File: config.mk
export PLATFORM = sky130hd
export DESIGN_NAME = seq_mem_d1_initiator
export DESIGN_NICKNAME = d
export VERILOG_FILES = /design/src/rtl/seq_mem_d1_initiator.sv
export SDC_FILE = /design/constraint.sdc
export NUM_CORES = 1
export LEC_CHECK = 0
export CORE_MARGIN = 2
export CORE_UTILIZATION = 39
export CTS_CLUSTER_SIZE = 28
export DETAILED_ROUTE_END_ITERATION = 12
export PLACE_DENSITY = 0.74
export SLEW_MARGIN = 20
export SYNTH_ARGS = -nofsm -noshare
export SYNTH_HDL_FRONTEND = slang
export SYNTH_SLANG_ARGS = --single-unit
File: constraint.sdc
create_clock -name clk -period 2.4 [get_ports clk]
set_input_delay 0.48 -clock clk [delete_from_list [all_inputs] [get_ports clk]]
set_output_delay 0.48 -clock clk [all_outputs]
set_load 0.005 [all_outputs]
File: src/rtl/seq_mem_d1_initiator.sv
// rtl/seq_mem_d1_initiator.sv - command-driven master for a single-port sequential memory
//
// Takes read, write and fill commands on a valid/ready channel and runs them
// on the memory port one access at a time. Read data and write completions
// come back on a valid/ready response channel.
//
// Ports:
//   clk, reset        clock; synchronous active-high reset
//   cmd_valid/ready   command handshake
//   cmd_op            00 read, 01 write, 10 fill, 11 reserved (rejected)
//   cmd_addr          start address
//   cmd_len           beats minus one (read/fill; write is always one beat)
//   cmd_data          write/fill data
//   rsp_valid/ready   response handshake
//   rsp_data          read word; 0 for write/fill/error responses
//   rsp_last          final response of a command
//   rsp_err           command rejected
//   busy              FSM not idle
//   mem_*             seq_mem port (addr0, read_en, write_en, in, out, done strobes)
module seq_mem_d1_initiator #(
  parameter int WIDTH    = 32,
  parameter int SIZE     = 16,
  parameter int IDX_SIZE = 4
) (
  input  logic                clk,
  input  logic                reset,
  input  logic                cmd_valid,
  output logic                cmd_ready,
  input  logic [1:0]          cmd_op,
  input  logic [IDX_SIZE-1:0] cmd_addr,
  input  logic [IDX_SIZE-1:0] cmd_len,
  input  logic [WIDTH-1:0]    cmd_data,
  output logic                rsp_valid,
  input  logic                rsp_ready,
  output logic [WIDTH-1:0]    rsp_data,
  output logic                rsp_last,
  output logic                rsp_err,
  output logic                busy,
  output logic [IDX_SIZE-1:0] mem_addr0,
  output logic                mem_read_en,
  output logic                mem_write_en,
  output logic [WIDTH-1:0]    mem_in,
  input  logic [WIDTH-1:0]    mem_out,
  input  logic                mem_read_done,
  input  logic                mem_write_done
);

  typedef enum logic [2:0] {
    IDLE, RD_ISSUE, RD_WAIT, RD_RSP, WR_ISSUE, WR_WAIT, WR_RSP, ERR_RSP
  } state_t;

  localparam logic [IDX_SIZE:0] SIZE_LIM = (IDX_SIZE+1)'(SIZE);

  state_t              state;
  logic [IDX_SIZE-1:0] addr_q;
  logic [IDX_SIZE-1:0] len_q;
  logic [IDX_SIZE-1:0] beat_q;

  logic [IDX_SIZE-1:0] len_eff;
  logic [IDX_SIZE:0]   end_addr;
  logic                reject;

  // The end address is computed one bit wider so an out-of-range burst is
  // seen as such instead of wrapping; such bursts are rejected whole.
  always_comb begin
    len_eff  = (cmd_op == 2'b01) ? '0 : cmd_len;
    end_addr = {1'b0, cmd_addr} + {1'b0, len_eff};
    reject   = (cmd_op == 2'b11) || (end_addr >= SIZE_LIM);
  end

  // Gated with reset so the command channel is closed during the reset cycle.
  assign cmd_ready = (state == IDLE) && !reset;
  assign busy      = (state != IDLE);

  always_ff @(posedge clk) begin
    if (reset) begin
      state        <= IDLE;
      addr_q       <= '0;
      len_q        <= '0;
      beat_q       <= '0;
      rsp_valid    <= 1'b0;
      rsp_data     <= '0;
      rsp_last     <= 1'b0;
      rsp_err      <= 1'b0;
      mem_addr0    <= '0;
      mem_read_en  <= 1'b0;
      mem_write_en <= 1'b0;
      mem_in       <= '0;
    end else begin
      // Strobes are single-cycle; they are raised only on entry to an ISSUE state.
      mem_read_en  <= 1'b0;
      mem_write_en <= 1'b0;
      case (state)
        IDLE: begin
          if (cmd_valid) begin
            addr_q <= cmd_addr;
            len_q  <= len_eff;
            beat_q <= '0;
            if (reject) begin
              state     <= ERR_RSP;
              rsp_valid <= 1'b1;
              rsp_err   <= 1'b1;
              rsp_last  <= 1'b1;
              rsp_data  <= '0;
            end else if (cmd_op == 2'b00) begin
              state       <= RD_ISSUE;
              mem_read_en <= 1'b1;
              mem_addr0   <= cmd_addr;
            end else begin
              state        <= WR_ISSUE;
              mem_write_en <= 1'b1;
              mem_addr0    <= cmd_addr;
              mem_in       <= cmd_data;
            end
          end
        end
        RD_ISSUE: state <= RD_WAIT;
        RD_WAIT: begin
          // mem_out is only trusted on done: a write clobbers it.
          if (mem_read_done) begin
            rsp_data  <= mem_out;
            rsp_last  <= (beat_q == len_q);
            rsp_err   <= 1'b0;
            rsp_valid <= 1'b1;
            state     <= RD_RSP;
          end
        end
        RD_RSP: begin
          if (rsp_ready) begin
            rsp_valid <= 1'b0;
            rsp_last  <= 1'b0;
            rsp_data  <= '0;
            if (rsp_last) begin
              state <= IDLE;
            end else begin
              addr_q      <= addr_q + IDX_SIZE'(1);
              beat_q      <= beat_q + IDX_SIZE'(1);
              mem_addr0   <= addr_q + IDX_SIZE'(1);
              mem_read_en <= 1'b1;
              state       <= RD_ISSUE;
            end
          end
        end
        WR_ISSUE: state <= WR_WAIT;
        WR_WAIT: begin
          if (mem_write_done) begin
            if (beat_q == len_q) begin
              state     <= WR_RSP;
              rsp_valid <= 1'b1;
              rsp_last  <= 1'b1;
              rsp_err   <= 1'b0;
              rsp_data  <= '0;
            end else begin
              addr_q       <= addr_q + IDX_SIZE'(1);
              beat_q       <= beat_q + IDX_SIZE'(1);
              mem_addr0    <= addr_q + IDX_SIZE'(1);
              mem_write_en <= 1'b1;
              state        <= WR_ISSUE;
            end
          end
        end
        WR_RSP, ERR_RSP: begin
          if (rsp_ready) begin
            rsp_valid <= 1'b0;
            rsp_last  <= 1'b0;
            rsp_err   <= 1'b0;
            state     <= IDLE;
          end
        end
        default: state <= IDLE;
      endcase
    end
  end

endmodule

# Yosys cells after proc, flatten, opt, wreduce, memory -nomap -nowiden
# Index checks and enable logic that the tools add are counted.
[classes]
add_sub_neg = 3
n_lt_le_gt_ge = 1
eq_ne = 21
mux = 58
n_bitwise = 2
reduce_logical = 20
[op_table]
columns = ["op", "count"]
rows = [
  ["32-bit two-way mux", 6],
  ["32-bit case mux with 4 select lines", 1],
  ["4-bit two-way mux", 13],
  ["4-bit case mux with 3 select lines", 3],
  ["7-bit AND reduction", 4],
  ["1-bit two-way mux", 21],
  ["3-bit two-way mux", 7],
  ["3-bit case mux with 7 select lines", 1],
  ["2-bit inequality test, second input constant", 10],
  ["3-bit == test, second input constant", 4],
  ["1-bit case mux with 4 select lines", 3],
  ["4-bit nonzero test", 3],
  ["4-bit by 1-bit adder with 4-bit output, second input constant", 2],
  ["3-bit by 2-bit == test with 1-bit output, second input constant", 2],
  ["6-bit AND reduction", 1],
  ["3-bit nonzero test", 2],
  ["4-bit by 4-bit adder with 5-bit output", 1],
  ["5-bit greater-or-equal comparator, second input constant", 1],
  ["5-bit AND reduction", 1],
  ["4-bit == test", 1],
  ["1-bit case mux with 2 select lines", 2],
  ["4-bit AND reduction", 1],
  ["3-bit by 1-bit == test with 1-bit output, second input constant", 1],
  ["3-bit zero test", 1],
  ["12 further kinds", 13],
]
[totals]
regBits = 88
in_bits = 80
output_inout_bits = 75

# Depth between registers and ports, before layout
# Gate-level depths: netlist of the first run.
[logic_depth]
depth_word = 8
depth_mapped = 10
mapped_depth_nobuf = 8

# Least setup slack after synthesis of the first run
# Ideal clock, no wire load.
[synth_timing]
kind = "input-to-reg"
start = "input port cmd_op[1]"
end = "register mem_addr0[0]"
t_arrival_ns = 2.387
required_time_ns = 2.278
slack_ns = -0.108
path_stages = 8
n_path_buf = 0
path_cell_list = "nand2b_1 > and2_1 > ha_1 > and4_1 > a32oi_2 > a21oi_1 > or2_1 > o311a_1"
[synth_via]
elab_chain_cells = 7
word_cells_on_any_way = 8
[synth_rtl]
columns = ["item", "line_no", "text"]
rows = [
  ["start, declared", "29", "input logic [1:0] cmd_op,"],
  ["2-bit by 1-bit == test with 1-bit output", "66", "len_eff = (cmd_op == 2'b01) ? '0 : cmd_len;"],
  ["4-bit two-way mux", "66", ""],
  ["named net len_eff[2]", "59", "logic [IDX_SIZE-1:0] len_eff;"],
  ["4-bit by 4-bit adder with 5-bit output", "67", "end_addr = {1'b0, cmd_addr} + {1'b0, len_eff};"],
  ["5-bit greater-or-equal comparator", "68", "reject = (cmd_op == 2'b11) || (end_addr >= SIZE_LIM);"],
  ["1-bit logical OR", "68", ""],
  ["2-bit inequality test (no line)", "-", ""],
  ["7-bit AND reduction (no line)", "-", ""],
  ["end signal, assigned", "108", "mem_addr0 <= cmd_addr;"],
  ["end signal, assigned", "112", "mem_addr0 <= cmd_addr;"],
  ["end signal, assigned", "138", "mem_addr0 <= addr_q + IDX_SIZE'(1);"],
  ["end, declared", "39", "output logic [IDX_SIZE-1:0] mem_addr0,"],
]
# The timed path passes the listed nets, and every way through them passes these cells.
# A chain may end at the register's enable or synchronous reset.

# Worst setup path after layout of the first run
[layout_timing]
start = "input port cmd_len[3]"
end = "register rsp_data[19]"
[layout_via]
elab_chain_cells = 6
[layout_rtl]
columns = ["item", "line_no", "text"]
rows = [
  ["start, declared", "31", "input logic [IDX_SIZE-1:0] cmd_len,"],
  ["4-bit two-way mux", "66", ""],
  ["named net len_eff[3]", "59", ""],
  ["4-bit by 4-bit adder with 5-bit output", "67", ""],
  ["5-bit greater-or-equal comparator", "68", ""],
  ["1-bit logical OR", "68", ""],
  ["2-bit inequality test (no line)", "-", ""],
  ["7-bit AND reduction (no line)", "-", ""],
  ["end signal, assigned", "121", "rsp_data <= mem_out;"],
  ["end, declared", "35", "output logic [WIDTH-1:0] rsp_data,"],
]
# The timed path passes the listed nets, and every way through them passes these cells.

==> results.cfg, run 1 <==
[synth]
yosysUniqueCellTypes = 53
synth.most_common_cell = nand2_1
syn-num-nets = 546
synth_mux_area_frac = 0.104
synth_cells = 461
synth_edf_count = 0
avgSynthCellArea_um2 = 8.38
synth_top_family_by_area = simple AND/OR/NAND/NOR gates
synthArstFlopShare = 0
yosysTopAreaCell = dfxtp_1
synthTopCellsByCount = nand2_1 (149), dfxtp_1 (88), a21oi_1 (44)
synth_top_flop_cell = dfxtp_1
ys_ff_latch = 88
ys_warn_count = 0
synth_top_area_frac = 0.456
synthAdderAreaFrac = 0.0162
synthXorXnorAreaFrac = 0.0204
ys_seq_area_frac = 0.456
synth_compound_area_frac = 0.121
synth_top_cells_by_area = dfxtp_1 (46%), nand2_1 (14%), mux2i_1 (10%), a21oi_1 (5.7%), clkbuf_1 (1.8%)
synth_simple_gate_area_frac = 0.234
synth_area_mm2 = 0.00386

[critical_path]
end_kind = flip-flop
path_common_cell = buf_4
cp_slowest_stage_delay_ns = 0.46
startpoint = cmd_len[3]
crit_fanout = 8
rr_startpoint = state[1]
path_delay_family = buffers and inverters
crit_required_ns = 2.68
cp-start-kind = primary input
critPathSlowestCell = clkdlybuf4s50_1
critical_path.cell_chain = clkdlybuf4s50_1 -> and2_4 -> ha_4 -> buf_4 -> buf_4 -> a32oi_4 -> a31oi_2 -> and3_4 -> buf_12 -> buf_16 -> mux2i_2
worstSetupPathType = in -> reg
cp_data_arrival_time_ns = 2.63
critPathBufInv = 5

[final_layout]
seq_area_mm2 = 0.00177
finish.utilization = 0.631
antenna_cells = 0
area_delta_synth_final_pct = 58.2
drive_gt1_frac = 0.122
fillCellCount = 834
final_area_mm2 = 0.00611
nNetsFinal = 718
multi_input_area_mm2 = 0.00200

[run]
maxCapViolCount = 0

[sta]
max_freq_mhz = 426
tns_ns = 0
setup_viol = 0
slew_headroom = 0.619
period_minus_slack_ns = 2.35
rsz0062_at_grt = no
finalCritPeriodShare = 0.979
worstMarginPinSlew_ns = 0.571
fin_worst_skew_ns = 0.0157
timing.final.ws_setup_ns = 0.0498
finalHoldViolCount = 0
finalMaxSlewViolations = 0

[clock_network]
numCtsBuffers = 9
clk_latency_ns = 0.36
cts_num_sinks = 88
hold_buffers = 0
clk_path_buf_depth = 2
cts.clk_slew.worst_paths_ns = 0.10
root_buffer = clkbuf_8
cts-htree-levels = 3
cts_tree = built

[grt]
met3_usage = 0.0617
grt_use_met1 = 0.254
first_global_vias = 3750
grt_usage = 0.206
grt_util_met2 = 0.345
antenna_found_initial = 0
grt.overflow.total = 0
grt_pass1_wl_um = 18200
grt_start_max_net_pins = 49
top_usage_layer = met2

[hold_path]
hold_path_class = reg -> reg
min-delay-start = mem_in[2]

[die]
die_area_mm2 = 0.0107
io_pins = 155
fp.coreArea_mm2 = 0.00968
initial_core_util = 0.399
die_h_um = 104
fp.dieW_um = 104
rows = 36

[power_and_ir_drop]
p_per_area_mw_per_mm2 = 977
irDropWorstVdd_mv = 0.410
p_leak_uw = 0.00228

[placed_design]
dp_hpwl_um = 7730
place_area_mm2 = 0.00567
finalWeightedCongestion = 0.884
place_ws_ns = -0.538
portBuffers = 154

[detailed_routing]
drt-initial-drc-count = 116
route.detailed.drc = 0
drtAntennaViolNets = 0
via_per_inst = 4.95
wl_per_cell_um = 14.5
firstDrtPassIters = 4
wl_um = 11200
via_count = 3814

[status]
outcome = finished clean
==> worst paths after layout <==
path                            depth (start not counted)  slack [ns]      endpoint
worst max-delay path                                   11        0.05  rsp_data[19]
worst min-delay path                                    2        0.45     mem_in[2]
worst max register to register                          7        0.42     addr_q[1]
worst min register to register                          2        0.45     mem_in[2]
==> timing repair <==
action | in CTS | in global routing
cloned | 3 | 0
endpoints found under the hold margin | 0 | 0
pin swaps | 6 | 3
gates resized for setup | 10 | 8
setup endpoints to repair | 67 | 42
setup buffers | 8 | 0
==> cells in the final DEF, fill, tap and decap left out, types with 3 or more instances in the layout <==
master           Yosys  routed
o211ai_1             4       4
nand2b_1             5       4
a21oi_1             44      43
nand2_1            149     149
xnor2_1              5       5
dfxtp_2              0       3
o21ai_0              9       9
buf_12               0       5
mux2i_1             39      38
and2_1               4       3
clkdlybuf4s50_1      0     152
inv_1                5       5
nor2_1              12      12
nor3_1               5       5
xor2_1               4       4
buf_16               0       3
ha_1                 5       3
buf_4                0      29
nand3_1              9       8
clkbuf_8             0      10
dfxtp_1             88      85
==> report_power, final <==
group / switching, uW / total [uW] / internal (uW)
Clock: 566 / 1090 / 525
Combinational: 1260 / 2930 / 1670
Sequential: 244 / 1950 / 1710
==> flip-flops by register name, indices dropped and copies added (netlist names), 3 cells and up <==
signal / flops
len_q: 4
beat_q: 4
mem_addr0: 4
state: 3
addr_q: 4
mem_in: 32
rsp_data: 32
==> layer usage <==
metal	up-vias	part of all wire
li1	1898	-
met1	1765	0.43
met2	143	0.48
met3	8	0.080
met4	0	0.010
met5	-	0
==> worst min-delay path: stages (launching register included) <==
cell and delay [ns]:
dfxtp_1 0.31, nand2_1 0.05, a21oi_1 0.05
==> logic make-up (layout without fill, tap and decap cells) <==
family,after synthesis,after routing
adders and majority gates,5,5
xor gates and xnor gates,9,9
DFF,88,88
and+or+nand+nor,206,206
AOI/OAI and AO/OA,76,76
muxes,40,40
buffers and inverters,37,214
==> per-stage QoR <==
| step | std cells | hold WS, ns | power, uW |
|---|---|---|---|
| finish | 771 | 0.455 | 5970 |
| global route | 771 | 0.479 | 6320 |
| CTS | 771 | 0.458 | 5980 |
| detailed placement | 745 | 0.446 | 4280 |
| global placement | 745 | 0.441 | 4230 |
| floorplan | 461 | 0.450 | 3420 |
==> final cells by class <==
| class | count | share of cell area |
|---|---|---|
| Multi-Input combinational cell | 336 | 0.327 |
| Timing Repair Buffer | 192 | 0.319 |
| Sequential cell | 88 | 0.289 |
| Tap cell | 133 | 0.0272 |
| Clock buffer | 10 | 0.0225 |
| Clock inverter | 6 | 0.0121 |
| Inverter | 6 | 0.00368 |
(Power assumes the default switching activity.)
==> inputs of run 2 (changes only) <==
ABC_CLOCK_PERIOD_IN_PS = 2400   (was default)
CORE_MARGIN = 4   (was 2)
==> results.cfg, run 2 (same netlist as run 1, synthesis figures left out) <==
[status]
outcome = finished clean

[detailed_routing]
route.detailed.drc = 0
firstDrtPassIters = 4
drt-initial-drc-count = 145
via_per_inst = 4.96
via_count = 3783
wl_um = 11300
wl_per_cell_um = 14.9
drtAntennaViolNets = 0

[placed_design]
dp_hpwl_um = 8360
portBuffers = 154
finalWeightedCongestion = 0.836

[final_layout]
nNetsFinal = 710
final_common_cell = clkdlybuf4s50_1
area_delta_synth_final_pct = 54.8
seq_area_mm2 = 0.00176
antenna_cells = 0
drive_gt1_frac = 0.102
layout_common_cells = clkdlybuf4s50_1 (152), nand2_1 (149), dfxtp_1 (87), a21oi_1 (43), mux2i_1 (39)
reg_top3 = mem_in: 32 flops, rsp_data: 32 flops
fillCellCount = 855
multi_input_area_mm2 = 0.00197

[clock_network]
root_buffer = clkbuf_8
numCtsBuffers = 9
cts.clk_slew.worst_paths_ns = 0.09
cts-htree-levels = 3
cts_num_sinks = 88
clk_path_buf_depth = 2
clk_latency_ns = 0.34
cts_tree = built

[grt]
grt_pass1_wl_um = 18300
grt.overflow.total = 0
grt_usage = 0.195
grt_start_max_net_pins = 49
antenna_found_initial = 0
first_global_vias = 3900

[sta]
max_freq_mhz = 429
fin_worst_skew_ns = 0.0120
finalMaxSlewViolations = 0
finalCritPeriodShare = 0.972
slew_headroom = 0.610
setup_viol = 0
tns_ns = 0
finalHoldViolCount = 0
worstMarginPinSlew_ns = 0.586
period_minus_slack_ns = 2.33

[critical_path]
cp_data_arrival_time_ns = 2.56
crit_fanout = 4
startpoint = cmd_op[1]
critPathSlowestCell = ha_1
crit_required_ns = 2.63
cp-start-kind = primary input
worstSetupPathType = in -> reg
end_kind = flip-flop
cp_slowest_stage_delay_ns = 0.31
rr_startpoint = state[1]
critical_path.cell_chain = dlygate4sd2_1 -> nand2b_4 -> and2_1 -> ha_1 -> and4_4 -> a32oi_4 -> buf_6 -> a21oi_2 -> or2_4 -> o311a_1

[die]
die_area_mm2 = 0.0116
initial_core_util = 0.397
io_pins = 155
fp.coreArea_mm2 = 0.00973
fp.dieW_um = 108
rows = 36
die_h_um = 108

[hold_path]
min-delay-start = mem_in[16]
hold_path_class = reg -> reg

[power_and_ir_drop]
irDropWorstVdd_mv = 0.475
power_uw = 5650
p_leak_uw = 0.00223
p_per_area_mw_per_mm2 = 944

[run]
maxCapViolCount = 0
## run 2: layer usage
layer	track usage	vias to the layer above	wire, um
met5	0	-	0
met4	0.0487	0	113
met3	0.0810	12	1140
met2	0.327	147	5440
met1	0.231	1750	4650
li1	-	1874	-
## run 2: path summary, 6_finish.rpt
kind                                endpoint  slack [ns]  cells after the start
worst max-delay path            mem_addr0[0]        0.07                     10
worst min-delay path              mem_in[16]        0.46                      2
worst max register to register  mem_addr0[1]        0.32                      6
worst min register to register    mem_in[16]        0.46                      2
## run 2: metrics by stage
step | hold WS, ns | instance area, um^2 | instances | worst slack, ns | utilization
after floorplan | 0.450 | 3890 | 461 | 0.00746 | -
after global placement | 0.441 | 5650 | 743 | -0.451 | 0.581
after detailed placement | 0.446 | 5650 | 743 | -0.530 | 0.581
after CTS | 0.459 | 5970 | 762 | 0.0314 | 0.613
after global routing | 0.476 | 5980 | 763 | -0.00229 | 0.615
final | 0.458 | 5980 | 763 | 0.0671 | 0.615
## run 2: where the power goes
part / total [uW] / internal, uW / switching [uW]
Sequential: 1940 / 1700 / 232
Combinational: 2470 / 1310 / 1160
Clock: 1240 / 698 / 542
Total: 5650 / 3710 / 1930
## run 2: critical path, delay by kind of cell
kind                       cells  cell delay, ns
buffers and inverters          2            0.39
adders and majority gates      1            0.31
AOI/OAI and AO/OA              3            0.60
and+or+nand+nor                4            0.78
## run 2: what timing repair did
action	in CTS	in global routing
resized for setup	12	2
hold buffers	0	0
gates cloned	1	0
buffers inserted	2	1
hold endpoints to repair	0	0
endpoints found under the setup margin	68	4
pin swaps	7	0
## run 2: area by class of cell
type,instances,share of cell area
Multi-Input combinational cell,336,0.329
Timing Repair Buffer,184,0.304
Sequential cell,88,0.295
Tap cell,133,0.0278
Clock buffer,10,0.0213
Clock inverter,6,0.0192
Inverter,6,0.00377
==> inputs of run 3 (changes only) <==
MAX_ROUTING_LAYER = met4   (was default)
PLACE_DENSITY = default   (was 0.74)
PLACE_DENSITY_LB_ADDON = 0.2   (was default)
==> results.cfg, run 3 (same netlist as run 1, synthesis figures left out) <==
[grt]
grt_start_max_net_pins = 49
first_global_vias = 3617
antenna_found_initial = 0
grt.overflow.total = 0
grt_usage = 0.188
grt_pass1_wl_um = 17100

[final_layout]
finish.utilization = 0.608
layout_common_cells = clkdlybuf4s50_1 (152), nand2_1 (149), dfxtp_1 (85), a21oi_1 (43), mux2i_1 (39)
fillCellCount = 853
instances_no_fill = 759
antenna_cells = 0
final_common_cell = clkdlybuf4s50_1
drive_gt1_frac = 0.102
area_delta_synth_final_pct = 53.0
nNetsFinal = 706
reg_top3 = mem_in: 32 flops, rsp_data: 32 flops

[clock_network]
cts-htree-levels = 3
cts.clk_slew.worst_paths_ns = 0.09
cts_num_sinks = 88
cts_tree = built
clk_path_buf_depth = 2
numCtsBuffers = 9
root_buffer = clkbuf_8
post_cts_buffers = 0
clk_latency_ns = 0.35

[detailed_routing]
drt-initial-drc-count = 135
wl_per_cell_um = 14.1
wl_um = 10700
via_per_inst = 4.91
route.detailed.drc = 0
firstDrtPassIters = 6
via_count = 3728
drtAntennaViolNets = 0

[critical_path]
crit_required_ns = 2.64
critical_path.cell_chain = dlygate4sd2_1 -> nand2b_4 -> and2_1 -> ha_1 -> and4_4 -> a32oi_4 -> buf_6 -> a21oi_2 -> or2_1 -> o311a_1
end_kind = flip-flop
path_delay_family = simple AND/OR/NAND/NOR gates
crit_fanout = 5
critPathSlowestCell = o311a_1
cp-start-kind = primary input
cp_data_arrival_time_ns = 2.51
worstSetupPathType = in -> reg
cp_slowest_stage_delay_ns = 0.30
critPathBufInv = 2

[sta]
max_freq_mhz = 440
period_minus_slack_ns = 2.27
finalCritPeriodShare = 0.946
fin_worst_skew_ns = 0.0110
worstMarginPinSlew_ns = 0.581
timing.final.ws_setup_ns = 0.129
setup_viol = 0
slew_headroom = 0.612
rsz0062_at_grt = no
finalHoldViolCount = 0
finalMaxSlewViolations = 0

[power_and_ir_drop]
p_per_area_mw_per_mm2 = 899
p_leak_uw = 0.00218
irDropWorstVdd_mv = 0.463

[run]
maxCapViolCount = 0

[placed_design]
portBuffers = 154
place_ws_ns = -0.500
finalWeightedCongestion = 0.896
dp_hpwl_um = 7560
dp_cells = 741

[die]
initial_core_util = 0.397
fp.coreArea_mm2 = 0.00973
io_pins = 155
rows = 36
die_area_mm2 = 0.0116
die_h_um = 108
fp.dieW_um = 108

[hold_path]
hold_path_class = reg -> reg

[status]
outcome = finished clean
run 3: stage by stage:
stage / hold WS (ns) / power [uW] / setup TNS [ns] / area, um^2
finish: 0.457 / 5320 / 0 / 5910
global route: 0.478 / 5670 / 0 / 5910
CTS: 0.459 / 5370 / 0 / 5910
detailed placement: 0.446 / 4250 / -33.21 / 5640
global placement: 0.441 / 4210 / -28.19 / 5640
floorplan: 0.450 / 3420 / 0 / 3890
run 3: area by class of cell:
cell class,instances,area [um^2],area share
Timing Repair Buffer,180,1810,0.306
Multi-Input combinational cell,336,1980,0.335
Sequential cell,88,1770,0.299
Clock inverter,6,43.8,0.00741
Tap cell,133,166,0.0281
Inverter,6,22.5,0.00381
Clock buffer,10,128,0.0216
run 3: final timing paths:
check | start | end | slack [ns] | cells after the start
hold / removal | mem_in[9] | mem_in[9] | 0.46 | 2
hold reg to reg | mem_in[9] | mem_in[9] | 0.46 | 2
setup reg to reg | state[2] | mem_addr0[0] | 0.54 | 5
setup / recovery | cmd_op[1] | mem_addr0[0] | 0.13 | 10
run 3: what timing repair did:
action / CTS / global route
pin swaps: 4 / 0
setup endpoints to repair: 67 / 2
hold buffers: 0 / 0
resized for setup: 15 / 3
gates cloned: 2 / 0
run 3: layer usage:
| metal | vias up | track usage | routed length [um] |
|---|---|---|---|
| met3 | 14 | 0.0474 | 811 |
| met1 | 1706 | 0.243 | 4780 |
| met5 | - | - | 0 |
| met2 | 129 | 0.290 | 4960 |
| met4 | 0 | 0.0613 | 153 |
| li1 | 1879 | - | - |
run 3: worst min-delay path: cells and delay by family, from the launching register on:
family             cells  cell delay, ns
DFF                    1            0.32
and+or+nand+nor        1            0.05
AOI/OAI and AO/OA      1            0.05
run 3: report_power, final:
group | leakage, uW | internal, uW | switching, uW | total (uW)
registers | 0.000715 | 1710 | 237 | 1950
clock network | 0.0000749 | 378 | 532 | 910
logic | 0.00139 | 1320 | 1150 | 2460
total | 0.00218 | 3400 | 1920 | 5320
